`config.mk`:
```
export PLATFORM = sky130hd
export DESIGN_NAME = rrv2rvh_ruby_ld_sched
export DESIGN_NICKNAME = d
export VERILOG_FILES = /design/src/rtl/rrv2rvh_ruby_ld_sched_pkg.sv /design/src/rtl/rrv2rvh_ruby_rr_arb.sv /design/src/rtl/rrv2rvh_ruby_ld_sched.sv
export SDC_FILE = /design/constraint.sdc
export NUM_CORES = 2
export LEC_CHECK = 0
export ABC_AREA = 1
export CORE_AREA = 2 2 562 564
export CTS_CLUSTER_SIZE = 25
export DETAILED_ROUTE_END_ITERATION = 8
export DIE_AREA = 0 0 564 566
export PLACE_DENSITY = 0.3
export SETUP_SLACK_MARGIN = 0.4
export SLEW_MARGIN = 0
export SYNTH_ARGS = -nofsm -noshare
export SYNTH_HDL_FRONTEND = slang
export SYNTH_SLANG_ARGS = --single-unit
export TNS_END_PERCENT = 5
```
`constraint.sdc`:
```
create_clock -name clk -period 4 [get_ports clk]
set_input_delay 0.4 -clock clk [delete_from_list [all_inputs] [get_ports clk]]
set_output_delay 0.4 -clock clk [all_outputs]
set_load 0.02 [all_outputs]
```
`src/rtl/rrv2rvh_ruby_ld_sched_pkg.sv`:
```
// Shared widths, load opcode encoding and the load byte-mask decoder used by the
// ruby load scheduler.
package rrv2rvh_ruby_ld_sched_pkg;

    localparam int unsigned LDU_OP_WIDTH       = 4;
    localparam int unsigned PADDR_WIDTH        = 56;
    localparam int unsigned L1D_STB_DATA_WIDTH = 512;
    localparam int unsigned L1D_MASK_WIDTH     = L1D_STB_DATA_WIDTH / 8;
    localparam int unsigned L1D_OFFSET_WIDTH   = $clog2(L1D_MASK_WIDTH);

    localparam int unsigned N_PORT_DEF  = 4;
    localparam int unsigned N_OUTST_DEF = 8;
    localparam int unsigned TAG_W_DEF   = 8;

    typedef enum logic [LDU_OP_WIDTH-1:0] {
        LduLb  = 4'd0,
        LduLh  = 4'd1,
        LduLw  = 4'd2,
        LduLd  = 4'd3,
        LduLbu = 4'd4,
        LduLhu = 4'd5,
        LduLwu = 4'd6
    } ldu_op_e;

    // Size mask from the opcode, placed at the line offset; bytes past the line are dropped.
    function automatic logic [L1D_MASK_WIDTH-1:0] rvh_l1d_dec_ld_mask(
        input logic [LDU_OP_WIDTH-1:0]     opcode,
        input logic [L1D_OFFSET_WIDTH-1:0] offset
    );
        logic [L1D_MASK_WIDTH-1:0] size_mask;
        case (opcode)
            LduLb, LduLbu: size_mask = L1D_MASK_WIDTH'(8'h01);
            LduLh, LduLhu: size_mask = L1D_MASK_WIDTH'(8'h03);
            LduLw, LduLwu: size_mask = L1D_MASK_WIDTH'(8'h0F);
            LduLd:         size_mask = L1D_MASK_WIDTH'(8'hFF);
            default:       size_mask = '0;
        endcase
        return size_mask << offset;
    endfunction

endpackage

```
`src/rtl/rrv2rvh_ruby_rr_arb.sv`:
```
// Round-robin arbiter: grants the first requester at or after the pointer; the pointer
// moves past the winner only when the grant is consumed.
module rrv2rvh_ruby_rr_arb #(
    parameter int unsigned N_PORT = 4
) (
    input  logic                      clk,
    input  logic                      rst,
    input  logic [N_PORT-1:0]         req_i,
    input  logic                      advance_i,
    output logic [N_PORT-1:0]         gnt_o,
    output logic [$clog2(N_PORT)-1:0] gnt_idx_o
);
    localparam int unsigned PORT_W = $clog2(N_PORT);

    logic [PORT_W-1:0] r_ptr;
    logic [PORT_W-1:0] w_cand;
    logic              w_found;

    always_comb begin
        gnt_o     = '0;
        gnt_idx_o = r_ptr;
        w_cand    = r_ptr;
        w_found   = 1'b0;
        for (int unsigned i = 0; i < N_PORT; i++) begin
            w_cand = PORT_W'((32'(r_ptr) + i) % N_PORT);
            if (!w_found && req_i[w_cand]) begin
                w_found        = 1'b1;
                gnt_o[w_cand]  = 1'b1;
                gnt_idx_o      = w_cand;
            end
        end
    end

    always_ff @(posedge clk or negedge rst) begin
        if (!rst) begin
            r_ptr <= '0;
        end else if (advance_i) begin
            r_ptr <= (32'(gnt_idx_o) == N_PORT - 1) ? '0 : gnt_idx_o + 1'b1;
        end
    end

endmodule

```
`src/rtl/rrv2rvh_ruby_ld_sched.sv`:
```
// Shares the single rvh L1D load port among ruby load requesters: per-port buffers,
// round-robin issue, an outstanding table and routing of responses back to the requester.
module rrv2rvh_ruby_ld_sched
    import rrv2rvh_ruby_ld_sched_pkg::*;
#(
    parameter int unsigned N_PORT   = N_PORT_DEF,
    parameter int unsigned N_OUTST  = N_OUTST_DEF,
    parameter int unsigned TAG_W    = TAG_W_DEF,
    localparam int unsigned OUTST_W = $clog2(N_OUTST)
) (
    input  logic                                clk,
    input  logic                                rst,
    input  logic [N_PORT-1:0]                   ruby_req_vld_i,
    output logic [N_PORT-1:0]                   ruby_req_rdy_o,
    input  logic [N_PORT*LDU_OP_WIDTH-1:0]      ruby_req_opcode_i,
    input  logic [N_PORT*PADDR_WIDTH-1:0]       ruby_req_paddr_i,
    input  logic [N_PORT*TAG_W-1:0]             ruby_req_tag_i,
    output logic                                l1d_req_vld_o,
    input  logic                                l1d_req_rdy_i,
    output logic [LDU_OP_WIDTH-1:0]             l1d_req_opcode_o,
    output logic [PADDR_WIDTH-1:0]              l1d_req_paddr_o,
    output logic [OUTST_W-1:0]                  l1d_req_id_o,
    output logic [L1D_STB_DATA_WIDTH/8-1:0]     l1d_req_mask_o,
    input  logic                                l1d_resp_vld_i,
    input  logic [OUTST_W-1:0]                  l1d_resp_id_i,
    input  logic [L1D_STB_DATA_WIDTH-1:0]       l1d_resp_data_i,
    output logic [N_PORT-1:0]                   ruby_resp_vld_o,
    output logic [TAG_W-1:0]                    ruby_resp_tag_o,
    output logic [L1D_STB_DATA_WIDTH-1:0]       ruby_resp_data_o,
    output logic [OUTST_W:0]                    outst_cnt_o,
    output logic                                err_sticky_o
);
    localparam int unsigned PORT_W = $clog2(N_PORT);
    localparam int unsigned CNT_W  = OUTST_W + 1;

    typedef struct packed {
        logic [PORT_W-1:0] port;
        logic [TAG_W-1:0]  tag;
    } ruby_ld_outst_entry_t;

    typedef struct packed {
        logic [LDU_OP_WIDTH-1:0] opcode;
        logic [PADDR_WIDTH-1:0]  paddr;
        logic [TAG_W-1:0]        tag;
    } ruby_ld_buf_t;

    logic [N_PORT-1:0]          r_buf_vld;
    ruby_ld_buf_t               r_buf [N_PORT];
    logic [N_OUTST-1:0]         r_ent_vld;
    ruby_ld_outst_entry_t       r_ent [N_OUTST];
    logic [CNT_W-1:0]           r_cnt;
    logic [N_PORT-1:0]          r_resp_vld;
    logic [TAG_W-1:0]           r_resp_tag;
    logic [L1D_STB_DATA_WIDTH-1:0] r_resp_data;
    logic                       r_err;

    logic                       w_full;
    logic [N_PORT-1:0]          w_elig;
    logic [N_PORT-1:0]          w_gnt;
    logic [PORT_W-1:0]          w_gnt_idx;
    logic                       w_hs;
    logic                       w_rel;
    logic [OUTST_W-1:0]         w_free_id;
    logic                       w_free_found;

    assign w_full = &r_ent_vld;
    assign w_elig = r_buf_vld & {N_PORT{~w_full}};
    assign w_hs   = l1d_req_vld_o & l1d_req_rdy_i;
    assign w_rel  = l1d_resp_vld_i & r_ent_vld[l1d_resp_id_i];

    rrv2rvh_ruby_rr_arb #(
        .N_PORT (N_PORT)
    ) u_rr_arb (
        .clk       (clk),
        .rst       (rst),
        .req_i     (w_elig),
        .advance_i (w_hs),
        .gnt_o     (w_gnt),
        .gnt_idx_o (w_gnt_idx)
    );

    // Lowest free entry, computed from current state so an entry freed this cycle is not reused.
    always_comb begin
        w_free_id    = '0;
        w_free_found = 1'b0;
        for (int unsigned i = 0; i < N_OUTST; i++) begin
            if (!w_free_found && !r_ent_vld[i]) begin
                w_free_found = 1'b1;
                w_free_id    = OUTST_W'(i);
            end
        end
    end

    assign ruby_req_rdy_o   = ~r_buf_vld | (w_gnt & {N_PORT{w_hs}});
    assign l1d_req_vld_o    = |w_elig;
    assign l1d_req_opcode_o = r_buf[w_gnt_idx].opcode;
    assign l1d_req_paddr_o  = r_buf[w_gnt_idx].paddr;
    assign l1d_req_id_o     = w_free_id;
    assign l1d_req_mask_o   = rvh_l1d_dec_ld_mask(r_buf[w_gnt_idx].opcode,
                                                  r_buf[w_gnt_idx].paddr[L1D_OFFSET_WIDTH-1:0]);

    always_ff @(posedge clk or negedge rst) begin
        if (!rst) begin
            r_buf_vld <= '0;
            for (int unsigned p = 0; p < N_PORT; p++) r_buf[p] <= '0;
        end else begin
            for (int unsigned p = 0; p < N_PORT; p++) begin
                if (ruby_req_vld_i[p] && ruby_req_rdy_o[p]) begin
                    r_buf_vld[p]    <= 1'b1;
                    r_buf[p].opcode <= ruby_req_opcode_i[p*LDU_OP_WIDTH +: LDU_OP_WIDTH];
                    r_buf[p].paddr  <= ruby_req_paddr_i[p*PADDR_WIDTH +: PADDR_WIDTH];
                    r_buf[p].tag    <= ruby_req_tag_i[p*TAG_W +: TAG_W];
                end else if (w_gnt[p] && w_hs) begin
                    r_buf_vld[p] <= 1'b0;
                end
            end
        end
    end

    always_ff @(posedge clk or negedge rst) begin
        if (!rst) begin
            r_ent_vld   <= '0;
            for (int unsigned i = 0; i < N_OUTST; i++) r_ent[i] <= '0;
            r_cnt       <= '0;
            r_resp_vld  <= '0;
            r_resp_tag  <= '0;
            r_resp_data <= '0;
            r_err       <= 1'b0;
        end else begin
            if (w_hs) begin
                r_ent_vld[w_free_id] <= 1'b1;
                r_ent[w_free_id]     <= '{port: w_gnt_idx, tag: r_buf[w_gnt_idx].tag};
            end
            if (w_rel) r_ent_vld[l1d_resp_id_i] <= 1'b0;
            r_cnt <= r_cnt + CNT_W'(w_hs) - CNT_W'(w_rel);

            r_resp_vld <= '0;
            if (w_rel) begin
                r_resp_vld[r_ent[l1d_resp_id_i].port] <= 1'b1;
                r_resp_tag  <= r_ent[l1d_resp_id_i].tag;
                r_resp_data <= l1d_resp_data_i;
            end
            if (l1d_resp_vld_i && !r_ent_vld[l1d_resp_id_i]) r_err <= 1'b1;
        end
    end

    assign ruby_resp_vld_o  = r_resp_vld;
    assign ruby_resp_tag_o  = r_resp_tag;
    assign ruby_resp_data_o = r_resp_data;
    assign outst_cnt_o      = r_cnt;
    assign err_sticky_o     = r_err;

endmodule

```
==> summary.log <==
[routing] Post-DRT Antenna Nets 0
[critical_path] Crit Path Max Fanout 6
[timing] Worst Skew 0.0811 ns
[floorplanning] vertical die dimension 566 um
[routing] vias post-DR 36000
[timing] portion of the clock cycle consumed by the worst path in the final layout 112%
[critical_path] R2R Path Start r_ent_vld[3]
[timing] Worst-Margin Slew 1.07 ns
[placement] placed wire-length estimate 211 mm
[timing] final hold viol count 0
[outcome] violated checks setup timing
[pwr] PnR Total Power 72.8 mW
[synthesis] Post-synth ARST share 100%
[pwr] Clock Power Share 15.9%
[floorplanning] die width 564 um
[clocking] clk buf depth 4
[finish] net total in the final layout 6567
[timing] Max Slew Vio Count 0
[flow_run] number of maximum-capacitance violations 0
[placement] placement-stage worst setup slack -0.242 ns
[pwr] power dissipated by switching net loads 34.7 mW
[synthesis] share of the synthesized area in the top cell type 59.9%
[global_routing] GRT Overall Usage 15.8%
[floorplanning] number of placement rows 206
[synthesis] leading cell type by number of instances after synthesis nand2_1
[global_routing] first-pass GRT wire length 347 mm
[timing] setup repair after global routing missed its margin yes
[clocking] TritonCTS Buffers 125
[clocking] number of clock sinks 895
[routing] drc violations 0
[timing] Final Setup Violations 106
[critical_path] Critical R2R Capture r_ent[67]
[critical_path] endpoint type of the worst setup path output port
[timing] Worst Slack Setup Final -0.486 ns
[critical_path] Stages on worst setup path 24
[critical_path] reg-to-reg slack, setup 0.29 ns
[global_routing] vias in the first global route 37900
[timing] final-layout setup total negative slack -30.97 ns
[clocking] post-CTS clock slew at the launch and capture registers of the worst setup and hold paths 0.06 ns
[outcome] status finished with violations
[routing] number of violations reported at the end of detailed-routing iteration 0 1890
[pwr] combinational group share of total power 62.8%
[routing] routed length per instance 26.1 um
[synthesis] number of enable flip-flop cells after synthesis 0
[pwr] peak supply drop 0.00116 V
[clocking] later-pin clock latency in the skew report 0.86 ns
[synthesis] main flop type after synthesis dfrtp_1
[critical_path] critical path, cell by cell nand2_1 > nor2_4 > nand2_4 > nand3_2 > nand2_2 > nand2_2 > nand2_4 > nor2_4 > nand2_4 > nand2_8 > buf_8 > nand3_1 > buf_4 > nand3_1 > o21ai_1 > o21ai_4 > nand2_2 > nand2_2 > nand2_2 > nand2_1 > nand3_1 > nand3_2 > nor2_1 > buf_4
[worst_hold_path] path category of the worst min-delay check in -> reg
[routing] vias per inst 3.57
[critical_path] slowest cell on the critical path dfrtp_1
[critical_path] CP Data Arrival Time 4.09 ns
[global_routing] antenna violations before repair 178
[critical_path] WP data required 3.60 ns
[synthesis] Mean Syn Cell Area 9.27 um2
[critical_path] capture point of the worst path l1d_req_mask_o[46]
[synthesis] cell type with the largest total area after synthesis dfrtp_1
[pwr] Reg power frac 21.3%
[pwr] internal power 38.1 mW
[critical_path] crit path launch type flip-flop
[synthesis] share of synthesized area occupied by flip-flops and latches 59.9%
[timing] worst-case headroom to the max-slew limit 28.7%
[floorplanning] num ports 1456
[synthesis] Yosys cell types 45
[global_routing] overall overflow remaining after global route 0
[routing] number of detailed-route iterations in the first pass 5
[pwr] static leakage 28.9 nW
[pwr] net switching fraction of the power 47.7%
[synthesis] most common library cells after synthesis nand2_1, dfrtp_1, mux2_2
[floorplanning] area inside the core boundary 0.313 mm2
[synthesis] Post-Syn Instances 4032
[critical_path] worst setup path start r_ent_vld[3]
[routing] WL final 262 mm
[synthesis] syn_nets 4841
[global_routing] pin count of the biggest net entering global routing 170
[critical_path] Buf/Inv on CP 3
[floorplanning] die footprint 0.319 mm2
[placement] port buffer count 1455
[placement] RePlAce Congestion 0.836
[synthesis] top area cells in the synthesized netlist dfrtp_1, nand2_1, mux2_2
[critical_path] Largest stage delay, worst path 0.34 ns
[synthesis] post-synthesis instance area 0.0374 mm2
[critical_path] FF-to-FF path depth 19
[floorplanning] Initial Util 11.9%
[synthesis] post-synthesis sequential element count 895
[timing] final critical delay including setup and external delays 4.49 ns
[pwr] total power divided by cell area 1120 mW/mm2
[clocking] cell at the root of the clock tree clkbuf_16
[critical_path] type of the worst setup path reg -> out
[clocking] TritonCTS clock tree yes
[clocking] total number of H-tree levels 3
[finish] ratio of cells with drive above 1 in the final layout 17.3%
[critical_path] CP most frequent cell nand2_2
[finish] Area growth, synth to finish 74.4%
[finish] final core occ 20.8%
[timing] top achievable clock speed 223 MHz
[critical_path] Largest delay share family, worst path simple AND/OR/NAND/NOR gates
[synthesis] count of yosys warnings during synthesis 0
final cells by class:
cell class | instances | area (um2)
clock buffers | 184 | 3710
fillers | 34700 | 248000
repair buffers | 1826 | 18300
inverters | 87 | 357
clock inverters | 43 | 472
multi-input cells | 2823 | 14600
flip-flops and latches | 895 | 22400
well taps | 4160 | 5200
diodes | 55 | 138
metrics by stage:
stage | std cells | area, um2 | hold WS (ns)
after floorplan | 4032 | 37400 | 0.104
after CTS | 9998 | 64200 | 0.000786
after detailed placement | 9641 | 58400 | 0.464
final | 10100 | 65200 | 0.101
after global placement | 9641 | 58400 | 0.461
after global routing | 10000 | 65100 | 0.0430
cell usage in the layout (no fill, tap or decap), types with 70 or more instances in the layout:
master and count:
mux2_2 253, o21ai_0 127, dfrtp_1 895, nand2_1 1910, nor2_1 116, dlygate4sd3_1 123
clkbuf_16 127, clkdlybuf4s50_1 1325, buf_4 238, a21oi_1 80, inv_1 70
power groups by stage:
stage / registers (mW) / clock network, mW / logic [mW]
2_1_floorplan: 17.2 / 0 / 16.6
3_3_place_gp: 15.7 / 0 / 42.4
3_5_place_dp: 15.7 / 0 / 42.1
4_1_cts: 15.6 / 12.1 / 44.0
5_1_grt: 16.0 / 12.3 / 48.8
6_report: 15.5 / 11.6 / 45.7
worst min-delay path by stage:
stage                                from                    end  cells after the start
floorplan                             rst           err_sticky_o                      0
finish               l1d_resp_data_i[128]  ruby_resp_data_o[128]                      3
global placement                r_ent[72]              r_ent[72]                      2
detailed placement  ruby_resp_data_o[145]  ruby_resp_data_o[145]                      2
global route         l1d_resp_data_i[411]  ruby_resp_data_o[411]                      3
CTS                   l1d_resp_data_i[91]   ruby_resp_data_o[91]                      3
metal layers:
metal | global-route usage [%] | routed length [um]
met5 | 0 | 1150
met4 | 4.61 | 8830
met3 | 6.66 | 24600
met2 | 29.2 | 136000
met1 | 16.1 | 92200
what timing repair did:
item | 4_1_cts | 5_1_grt
resized for setup | 572 | 225
pin swaps | 25 | 41
setup endpoints to repair | 176 | 226
setup buffers | 4 | 17
gates cloned | 3 | 3
hold buffers | 123 | 0
endpoints found under the hold margin | 156 | 0
sequential cells by signal (all words and copies together), names as in the netlist:
name / count
err_sticky_o: 1
outst_cnt_o: 4
r_buf: 272
r_buf_vld: 4
r_ent: 80
r_ent_vld: 8
ruby_resp_data_o: 512
ruby_resp_tag_o: 8
ruby_resp_vld_o: 4
u_rr_arb.r_ptr: 2
kinds of logic (layout without fill, tap and decap cells):
logic type                 after synthesis  after routing  synth area share [%]
and+or+nand+nor                       2213           2217                  22.9
DFF                                    895            895                  59.9
AOI/OAI and AO/OA                      336            336                  5.50
buffers and inverters                  318           2140                  3.52
muxes                                  253            253                  7.62
adders and majority gates               14             14                 0.489
xor gates and xnor gates                 3              3                0.0703
other                                    0             55                     0
tightest hold or removal path, stage by stage:
cell             delay, ns
clkdlybuf4s50_1       0.41
nand2_1               0.07
nand2_1               0.05
(Power assumes the default switching activity.)
